==> src/rtl/io_axil_responder_if.sv <==
// AXI4-Lite slave-side channel bundle for io_axil_responder.
interface io_axil_responder_if;
    logic [31:0] s_axi_araddr;
    logic        s_axi_arvalid;
    logic        s_axi_arready;
    logic [31:0] s_axi_rdata;
    logic [1:0]  s_axi_rresp;
    logic        s_axi_rvalid;
    logic        s_axi_rready;
    logic [31:0] s_axi_awaddr;
    logic        s_axi_awvalid;
    logic        s_axi_awready;
    logic [31:0] s_axi_wdata;
    logic [3:0]  s_axi_wstrb;
    logic        s_axi_wvalid;
    logic        s_axi_wready;
    logic [1:0]  s_axi_bresp;
    logic        s_axi_bvalid;
    logic        s_axi_bready;

    modport master (
        output s_axi_araddr, s_axi_arvalid, s_axi_rready,
        output s_axi_awaddr, s_axi_awvalid, s_axi_wdata, s_axi_wstrb, s_axi_wvalid, s_axi_bready,
        input  s_axi_arready, s_axi_rdata, s_axi_rresp, s_axi_rvalid,
        input  s_axi_awready, s_axi_wready, s_axi_bresp, s_axi_bvalid
    );

    modport slave (
        input  s_axi_araddr, s_axi_arvalid, s_axi_rready,
        input  s_axi_awaddr, s_axi_awvalid, s_axi_wdata, s_axi_wstrb, s_axi_wvalid, s_axi_bready,
        output s_axi_arready, s_axi_rdata, s_axi_rresp, s_axi_rvalid,
        output s_axi_awready, s_axi_wready, s_axi_bresp, s_axi_bvalid
    );
endinterface

==> src/rtl/io_axil_responder.sv <==
// AXI4-Lite register window: SCRATCH, GPIO_OUT, synchronized GPIO_IN and a free-running CYCLE counter.
// Reads pass through a wait-state FSM; writes are single-beat with AW and W accepted together.
module io_axil_responder #(
    parameter logic [31:0] BASE_ADDR = 32'h8000_0000,
    parameter int unsigned READ_WAIT = 1
) (
    input  logic               clk,
    input  logic               rst,
    io_axil_responder_if.slave axi,
    input  logic [31:0]        gpio_in,
    output logic [31:0]        gpio_out
);
    localparam logic [1:0] RESP_OKAY   = 2'b00;
    localparam logic [1:0] RESP_SLVERR = 2'b10;
    localparam logic [3:0] WAIT_LOAD   = 4'(READ_WAIT);

    typedef enum logic [1:0] {
        R_IDLE = 2'd0,
        R_WAIT = 2'd1,
        R_RESP = 2'd2
    } rd_state_t;

    rd_state_t   state_r;
    rd_state_t   state_nxt_s;
    logic [3:0]  wait_cnt_r;
    logic [31:0] araddr_r;
    logic        arready_r;
    logic        rvalid_r;
    logic [31:0] rdata_r;
    logic [1:0]  rresp_r;
    logic        bvalid_r;
    logic [1:0]  bresp_r;
    logic [31:0] scratch_r;
    logic [31:0] gpio_out_r;
    logic [31:0] sync1_r;
    logic [31:0] sync2_r;
    logic [31:0] cycle_r;
    logic        ar_take_s;
    logic        wr_take_s;
    logic [31:0] rd_addr_s;
    logic [31:0] rd_data_s;
    logic [1:0]  rd_resp_s;

    function automatic logic addr_hit(input logic [31:0] addr);
        return (addr[31:4] == BASE_ADDR[31:4]) && (addr[1:0] == 2'b00);
    endfunction

    function automatic logic [31:0] merge_lanes(input logic [31:0] old_val,
                                                input logic [31:0] new_val,
                                                input logic [3:0]  strb);
        logic [31:0] res;
        res = old_val;
        for (int i = 0; i < 4; i++) begin
            if (strb[i]) begin
                res[8*i +: 8] = new_val[8*i +: 8];
            end else begin
                res[8*i +: 8] = old_val[8*i +: 8];
            end
        end
        return res;
    endfunction

    // Read FSM next-state logic.
    always_comb begin
        state_nxt_s = state_r;
        ar_take_s   = 1'b0;
        case (state_r)
            R_IDLE: begin
                if (axi.s_axi_arvalid && arready_r) begin
                    ar_take_s   = 1'b1;
                    state_nxt_s = (WAIT_LOAD != 4'd0) ? R_WAIT : R_RESP;
                end else begin
                    state_nxt_s = R_IDLE;
                end
            end
            R_WAIT: begin
                if (wait_cnt_r <= 4'd1) begin
                    state_nxt_s = R_RESP;
                end else begin
                    state_nxt_s = R_WAIT;
                end
            end
            R_RESP: begin
                if (axi.s_axi_rready) begin
                    state_nxt_s = R_IDLE;
                end else begin
                    state_nxt_s = R_RESP;
                end
            end
            default: state_nxt_s = R_IDLE;
        endcase
    end

    // Read decode; with no wait states the address is still on the bus when data is captured.
    always_comb begin
        rd_addr_s = (state_r == R_IDLE) ? axi.s_axi_araddr : araddr_r;
        rd_data_s = 32'h0000_0000;
        rd_resp_s = RESP_SLVERR;
        if (addr_hit(rd_addr_s)) begin
            rd_resp_s = RESP_OKAY;
            case (rd_addr_s[3:2])
                2'd0:    rd_data_s = scratch_r;
                2'd1:    rd_data_s = gpio_out_r;
                2'd2:    rd_data_s = sync2_r;
                2'd3:    rd_data_s = cycle_r;
                default: rd_data_s = 32'h0000_0000;
            endcase
        end else begin
            rd_resp_s = RESP_SLVERR;
            rd_data_s = 32'h0000_0000;
        end
    end

    // Read channel state, wait counter and captured response.
    always_ff @(posedge clk) begin
        if (!rst) begin
            state_r    <= R_IDLE;
            wait_cnt_r <= 4'd0;
            araddr_r   <= 32'h0000_0000;
            arready_r  <= 1'b0;
            rvalid_r   <= 1'b0;
            rdata_r    <= 32'h0000_0000;
            rresp_r    <= RESP_OKAY;
        end else begin
            state_r   <= state_nxt_s;
            arready_r <= (state_nxt_s == R_IDLE);
            rvalid_r  <= (state_nxt_s == R_RESP);
            if (ar_take_s) begin
                araddr_r   <= axi.s_axi_araddr;
                wait_cnt_r <= WAIT_LOAD;
            end else if (state_r == R_WAIT) begin
                wait_cnt_r <= wait_cnt_r - 4'd1;
            end
            if ((state_nxt_s == R_RESP) && (state_r != R_RESP)) begin
                rdata_r <= rd_data_s;
                rresp_r <= rd_resp_s;
            end
        end
    end

    assign wr_take_s = rst && axi.s_axi_awvalid && axi.s_axi_wvalid && !bvalid_r;

    // Write commit and write-response channel.
    always_ff @(posedge clk) begin
        if (!rst) begin
            scratch_r  <= 32'h0000_0000;
            gpio_out_r <= 32'h0000_0000;
            bvalid_r   <= 1'b0;
            bresp_r    <= RESP_OKAY;
        end else if (wr_take_s) begin
            bvalid_r <= 1'b1;
            if (addr_hit(axi.s_axi_awaddr) && !axi.s_axi_awaddr[3]) begin
                bresp_r <= RESP_OKAY;
                if (!axi.s_axi_awaddr[2]) begin
                    scratch_r <= merge_lanes(scratch_r, axi.s_axi_wdata, axi.s_axi_wstrb);
                end else begin
                    gpio_out_r <= merge_lanes(gpio_out_r, axi.s_axi_wdata, axi.s_axi_wstrb);
                end
            end else begin
                bresp_r <= RESP_SLVERR;
            end
        end else if (bvalid_r && axi.s_axi_bready) begin
            bvalid_r <= 1'b0;
        end
    end

    // Free-running cycle counter and two-flop gpio_in synchronizer.
    always_ff @(posedge clk) begin
        if (!rst) begin
            cycle_r <= 32'h0000_0000;
            sync1_r <= 32'h0000_0000;
            sync2_r <= 32'h0000_0000;
        end else begin
            cycle_r <= cycle_r + 32'd1;
            sync1_r <= gpio_in;
            sync2_r <= sync1_r;
        end
    end

    assign axi.s_axi_arready = arready_r;
    assign axi.s_axi_rdata   = rdata_r;
    assign axi.s_axi_rresp   = rresp_r;
    assign axi.s_axi_rvalid  = rvalid_r;
    assign axi.s_axi_awready = wr_take_s;
    assign axi.s_axi_wready  = wr_take_s;
    assign axi.s_axi_bresp   = bresp_r;
    assign axi.s_axi_bvalid  = bvalid_r;
    assign gpio_out          = gpio_out_r;
endmodule

==> src/flat_wrapper.sv <==
// flat-port wrapper written by rule: the top's interface ports become plain ports
module io_axil_responder_flat 
#(
    parameter logic [31:0] BASE_ADDR = 32'h8000_0000,
    parameter int unsigned READ_WAIT = 1
)
  (clk, rst, gpio_in, gpio_out, axi_s_axi_araddr, axi_s_axi_arvalid, axi_s_axi_rready, axi_s_axi_awaddr, axi_s_axi_awvalid, axi_s_axi_wdata, axi_s_axi_wstrb, axi_s_axi_wvalid, axi_s_axi_bready, axi_s_axi_arready, axi_s_axi_rdata, axi_s_axi_rresp, axi_s_axi_rvalid, axi_s_axi_awready, axi_s_axi_wready, axi_s_axi_bresp, axi_s_axi_bvalid);
  io_axil_responder_if axi_i ();
  input  logic clk;
  input  logic rst;
  input  logic [31:0] gpio_in;
  output logic [31:0] gpio_out;
  input wire logic [$bits(axi_i.s_axi_araddr)-1:0] axi_s_axi_araddr;
  input wire logic [$bits(axi_i.s_axi_arvalid)-1:0] axi_s_axi_arvalid;
  input wire logic [$bits(axi_i.s_axi_rready)-1:0] axi_s_axi_rready;
  input wire logic [$bits(axi_i.s_axi_awaddr)-1:0] axi_s_axi_awaddr;
  input wire logic [$bits(axi_i.s_axi_awvalid)-1:0] axi_s_axi_awvalid;
  input wire logic [$bits(axi_i.s_axi_wdata)-1:0] axi_s_axi_wdata;
  input wire logic [$bits(axi_i.s_axi_wstrb)-1:0] axi_s_axi_wstrb;
  input wire logic [$bits(axi_i.s_axi_wvalid)-1:0] axi_s_axi_wvalid;
  input wire logic [$bits(axi_i.s_axi_bready)-1:0] axi_s_axi_bready;
  output wire logic [$bits(axi_i.s_axi_arready)-1:0] axi_s_axi_arready;
  output wire logic [$bits(axi_i.s_axi_rdata)-1:0] axi_s_axi_rdata;
  output wire logic [$bits(axi_i.s_axi_rresp)-1:0] axi_s_axi_rresp;
  output wire logic [$bits(axi_i.s_axi_rvalid)-1:0] axi_s_axi_rvalid;
  output wire logic [$bits(axi_i.s_axi_awready)-1:0] axi_s_axi_awready;
  output wire logic [$bits(axi_i.s_axi_wready)-1:0] axi_s_axi_wready;
  output wire logic [$bits(axi_i.s_axi_bresp)-1:0] axi_s_axi_bresp;
  output wire logic [$bits(axi_i.s_axi_bvalid)-1:0] axi_s_axi_bvalid;
  assign axi_i.s_axi_araddr = axi_s_axi_araddr;
  assign axi_i.s_axi_arvalid = axi_s_axi_arvalid;
  assign axi_i.s_axi_rready = axi_s_axi_rready;
  assign axi_i.s_axi_awaddr = axi_s_axi_awaddr;
  assign axi_i.s_axi_awvalid = axi_s_axi_awvalid;
  assign axi_i.s_axi_wdata = axi_s_axi_wdata;
  assign axi_i.s_axi_wstrb = axi_s_axi_wstrb;
  assign axi_i.s_axi_wvalid = axi_s_axi_wvalid;
  assign axi_i.s_axi_bready = axi_s_axi_bready;
  assign axi_s_axi_arready = axi_i.s_axi_arready;
  assign axi_s_axi_rdata = axi_i.s_axi_rdata;
  assign axi_s_axi_rresp = axi_i.s_axi_rresp;
  assign axi_s_axi_rvalid = axi_i.s_axi_rvalid;
  assign axi_s_axi_awready = axi_i.s_axi_awready;
  assign axi_s_axi_wready = axi_i.s_axi_wready;
  assign axi_s_axi_bresp = axi_i.s_axi_bresp;
  assign axi_s_axi_bvalid = axi_i.s_axi_bvalid;
  io_axil_responder #(.BASE_ADDR(BASE_ADDR), .READ_WAIT(READ_WAIT)) u_core (.clk(clk), .rst(rst), .axi(axi_i), .gpio_in(gpio_in), .gpio_out(gpio_out));
endmodule
==> config.mk <==
export PLATFORM = sky130hd
export DESIGN_NAME = io_axil_responder_flat
export DESIGN_NICKNAME = d
export VERILOG_FILES = /design/src/rtl/io_axil_responder_if.sv /design/src/rtl/io_axil_responder.sv /design/src/flat_wrapper.sv
export SDC_FILE = /design/constraint.sdc
export NUM_CORES = 1
export LEC_CHECK = 0
export CAP_MARGIN = 20
export CORE_MARGIN = 2
export CORE_UTILIZATION = 50
export CTS_CLUSTER_DIAMETER = 30
export CTS_CLUSTER_SIZE = 12
export DETAILED_ROUTE_END_ITERATION = 7
export GPL_TIMING_DRIVEN = 0
export PLACE_DENSITY = 0.91
export SLEW_MARGIN = 20
export SYNTH_ARGS = -nofsm -noshare
export SYNTH_HDL_FRONTEND = slang
export SYNTH_SLANG_ARGS = --single-unit
==> constraint.sdc <==
create_clock -name clk -period 2.85 [get_ports clk]
set_input_delay 0.285 -clock clk [delete_from_list [all_inputs] [get_ports clk]]
set_output_delay 0.285 -clock clk [all_outputs]
set_load 0.01 [all_outputs]
# Word-level counts from Yosys, hierarchy flattened
# Cells that the tools add are included.
[word_totals]
input_bits = 139
regBits = 237
word_cells = 77
output_inout_bits = 73
[op_classes]
n_addsub = 2
magnitude_cmp = 1
n_bitwise = 2
n_eq_ne = 9
reduce_logical = 27
n_mux = 15
[ops]
columns = ["op", "n"]
rows = [
  ["32-bit case mux with 4 select lines", 1],
  ["32-bit 2-to-1 mux", 2],
  ["28-bit equality test, second input constant", 2],
  ["32-bit by 1-bit adder with 32-bit output, second input constant", 1],
  ["4-bit AND reduction", 8],
  ["2-bit logical NOT", 5],
  ["1-bit logical AND", 9],
  ["2-bit equality test, second input constant", 4],
  ["2-bit 2-to-1 mux", 4],
  ["1-bit 2-to-1 mux", 7],
  ["2-bit case mux with 3 select lines", 1],
  ["2-bit by 1-bit equality test with 1-bit output, second input constant", 2],
  ["4-bit by 1-bit <= comparator with 1-bit output, second input constant", 1],
  ["2-bit nonzero test", 2],
  ["4-bit by 1-bit subtractor with 4-bit output, second input constant", 1],
  ["1-bit logical NOT", 2],
  ["2-bit != test, second input constant", 1],
  ["1-bit NOT", 2],
  ["2-bit OR reduction", 1],
]

# Longest topological paths before layout
[logic_depth]
word_depth = 5
ltp_mapped = 8
ltp_nobuf = 7

# Worst setup path before layout
# Ideal clock, no wire load.
[synth_path]
path_type = "register -> register"
from = "register u_core.state_r[1]"
to = "register u_core.rdata_r[10] (netlist: u_core.axi.s_axi_rdata[10])"
path_slack_ns = 0.735
required_time_ns = 2.733
n_path_buf = 1
path_stages_with_launch = 6
arrival_ns = 1.998
setup_ns = 0.117
cell_sequence = "dfxtp_1 nor2_2 mux2i_1 buf_4 mux4_2 a22o_1"
[synth_between]
elab_chain_len = 5
elab_cells_between_ends = 17
cone_classes = "eq/ne: 8; mux: 4; reduce/logical: 5"
[synth_lines]
columns = ["element", "line_no", "rtl"]
rows = [
  ["start, declared", "io_axil_responder.sv:23", "rd_state_t state_r;"],
  ["start signal, assigned", "io_axil_responder.sv:125", "state_r <= state_nxt_s;"],
  ["2-bit logical NOT", "io_axil_responder.sv:67, io_axil_responder.sv:96", ""],
  ["32-bit 2-to-1 mux", "io_axil_responder.sv:96", "rd_addr_s = (state_r == R_IDLE) ? axi.s_axi_araddr : araddr_r;"],
  ["28-bit equality test (tied with other cells)", "io_axil_responder.sv:45", "return (addr[31:4] == BASE_ADDR[31:4]) && (addr[1:0] == 2'b00);"],
  ["1-bit logical AND or 32-bit case mux with 4 select lines (tied branches)", "io_axil_responder.sv:45, io_axil_responder.sv:101", ""],
  ["32-bit 2-to-1 mux", "io_axil_responder.sv:99", "if (addr_hit(rd_addr_s)) begin"],
  ["end signal, assigned", "io_axil_responder.sv:135", "rdata_r <= rd_data_s;"],
  ["end, declared", "io_axil_responder.sv:29", "logic [31:0] rdata_r;"],
]
# Several ways; a longest one is shown, not always the timed one.
# A chain may end at the register's enable or synchronous reset.

# Worst setup path in the final report
[layout_path]
from = "register u_core.state_r[1]"
to = "register u_core.rdata_r[27] (netlist: u_core.axi.s_axi_rdata[27])"
# Same word-level chain as after synthesis.

==> results.toml <==
[detailed_routing]
postRouteAntennaNets = 0
routed_via_density = 5.497
drt_iter0_markers = 451
route.detailed.drc = 0
num_vias = 7492
wirelength_mm = 25.97
dr.pass1.iters = 7
wl_per_cell_um = 19.05

[global_routing]
grt_overflow_total = 0
grt_usage = 0.2638
antenna_found_initial = 1
grt_pass1_vias = 7868
grt_pass1_wl_mm = 40.94
grt_max_degree = 13

[timing]
hold_viol_final = 0
rsz0062_at_grt = "no"
slew_violations = 0
tns_ns = 0
holdWs_ns = 0.3476
finalCriticalPeriod_ns = 2.689
maxSlewHeadroom = 0.2742
tightest_slew_ns = 1.074
timing.fmax_ghz = 0.3718
clock_skew_ns = 0.02584
setup-violations-final = 0
finalCritPeriodShare = 0.9436

[final_layout]
mostFrequentLayoutCells = "dfxtp_1 (235), clkdlybuf4s50_1 (209), nor2_1 (92), and2_1 (83), nand2_1 (80)"
fill_cells = 1204
final_cells = 1363
postLayoutCellArea_mm2 = 0.01295
nets = 1246
areaGrowthSynthToFinish_pct = 41.39
drive_gt1_frac = 0.1165
layout_commonest_cell = "dfxtp_1"

[run_status]
outcome = "finished clean"

[setup_path]
reg2reg_from = "u_core.state_r[1]"
critPathMaxFanout = 10
endpoint = "u_core.axi.s_axi_rdata[27]"
ff2ff_path_depth = 5
crit_start = "u_core.state_r[1]"
end_kind = "flop"
startpoint_type = "flop"
r2r-end = "u_core.axi.s_axi_rdata[27]"
worstPathRequired_ns = 3.23
cp.arrival_ns = 3.07
path_class = "reg2reg"
r2r_setup_slack_ns = 0.16

[power]
vdd_ir_drop_max_uv = 470.6
p_leak_nw = 5.065
power_mw = 8.889
power.density_mw_per_mm2 = 686.2

[clocking]
cts_root_buffer = "clkbuf_16"
htree_levels = 2
cts_buffer_depth = 3
cts_buffers = 42
clock-sinks = 235
tritoncts = "built"
path_clk_slew_ns = 0.05
hold_buffers = 0
clk-insertion-delay-late_ns = 0.51

[synthesis]
ys_seq_elements = 235
synth_warnings = 0
synthArstFlopShare = 0
syn_area_per_cell_um2 = 10.78
ys_types = 41
yosysTopAreaCell = "dfxtp_1"
yosysSeqAreaShare = 0.5135
ys.flop_type = "dfxtp_1"
synth_top_area_share = 0.5135
syn_inst = 850
synthesis.area_mm2 = 0.009163
synthTopCellsByArea = "dfxtp_1 (51%), mux4_2 (7.9%), mux2i_1 (7.4%), and2_1 (5.7%), nor2_1 (3.8%)"
synth_edf_count = 0

[floorplan]
ios = 212
die_x_um = 139.4
die_y_um = 139.4
rows = 49
initial_utilization = 0.5101
dieArea_mm2 = 0.01942
core_area_mm2 = 0.01796

[placement]
dp_cells = 1289
routabilityCongestion = 0.8252
port_buffers = 209
place_area_mm2 = 0.01154
dp_hpwl_mm = 17.59

[min_path]
hold_path_class = "in2reg"

[run]
maxCapViolCount = 0
cells by family after synthesis:
group | after synthesis | share of synthesized area
AND/OR/NAND/NOR | 349 | 0.2085
buffers and inverters | 57 | 0.02690
adder cells (fa/ha/maj) | 3 | 0.004097
AO/OA/AOI/OAI | 74 | 0.06404
flip-flops | 235 | 0.5135
other | 1 | 0.0004093
XOR/XNOR | 31 | 0.02963
multiplexers | 100 | 0.1529
through the flow:
step | setup slack (ns) | utilization
5_1_grt | 0.007410 | 0.7210
4_1_cts | 0.1307 | 0.7207
3_3_place_gp | 0.05635 | 0.6427
6_report | 0.1607 | 0.7212
3_5_place_dp | -0.06798 | 0.6427
2_1_floorplan | 0.7348 | -
layout make-up:
cell class | count | area [um2] | share of cell area
multi-input cells | 559 | 4222 | 0.3259
flip-flops and latches | 235 | 4705 | 0.3631
diodes | 1 | 2.502 | 0.0001932
plain buffers | 52 | 227.7 | 0.01758
clock inverters | 27 | 305.3 | 0.02357
repair buffers | 209 | 2092 | 0.1615
well taps | 229 | 286.5 | 0.02212
inverters | 5 | 18.77 | 0.001449
clock buffers | 46 | 1096 | 0.08461
state kept, by name, summed over array words and instances, names as in the netlist:
register / flops
u_core.araddr_r: 32
u_core.axi.s_axi_rdata: 32
u_core.cycle_r: 32
u_core.gpio_out: 32
u_core.scratch_r: 32
u_core.sync1_r: 32
u_core.sync2_r: 32
u_core.wait_cnt_r: 4
u_core.state_r: 2
u_core.axi.s_axi_arready: 1
u_core.axi.s_axi_bresp: 1
u_core.axi.s_axi_bvalid: 1
u_core.axi.s_axi_rresp: 1
u_core.axi.s_axi_rvalid: 1
synthesized netlist by cell type, drive strengths merged (4+ instances only):
library cell and count:
and3 11, nand4 14, nor4 24, and4 7
a22o 32, inv 5, xnor2 22, xor2 9
nand2 81, mux4 32, nor3 4, or4 5
clkbuf 38, mux2i 68, a21boi 32, nor2 93
dfxtp 235, nand2b 7, buf 14, and2 83
nand3 13, a21oi 4
where the power goes:
group	switching, mW	internal [mW]	leakage, nW	total, mW
sequential	0.0419	3.38	1.91	3.42
combinational	0.298	0.328	2.48	0.625
clock	1.68	3.16	0.673	4.84
repair_timing:
item | in CTS | in global routing
endpoints found under the setup margin | 0 | 27
gates resized for setup | 0 | 1
buffers inserted | 0 | 0
worst min path at each step:
stage	start	end	slack, ns	depth (start not counted)
after floorplan	axi_s_axi_bready	u_core.axi.s_axi_bvalid	0.40	1
after detailed placement	u_core.sync1_r[10]	u_core.sync2_r[10]	0.42	1
after global routing	gpio_in[19]	u_core.sync1_r[19]	0.35	2
final	gpio_in[8]	u_core.sync1_r[8]	0.35	2
after CTS	gpio_in[8]	u_core.sync1_r[8]	0.34	2
after global placement	u_core.sync1_r[16]	u_core.sync2_r[16]	0.42	1
critical path, stage by stage, from the launching register on:
cell      delay [ns]
dfxtp_1         0.34
nor2_2          0.33
mux2i_1         0.64
clkbuf_1        0.61
mux4_2          0.42
a22o_1          0.21
metal layers:
layer | GRT usage | wire length, um | share of wire | up-vias
li1 | - | - | - | 3493
met1 | 0.3175 | 10600 | 0.41 | 3652
met2 | 0.4603 | 13010 | 0.50 | 293
met3 | 0.06332 | 1729 | 0.067 | 54
met4 | 0.09569 | 639 | 0.025 | 0
met5 | 0 | 0 | 0 | -
No activity file was read; power rests on OpenSTA's default activity.
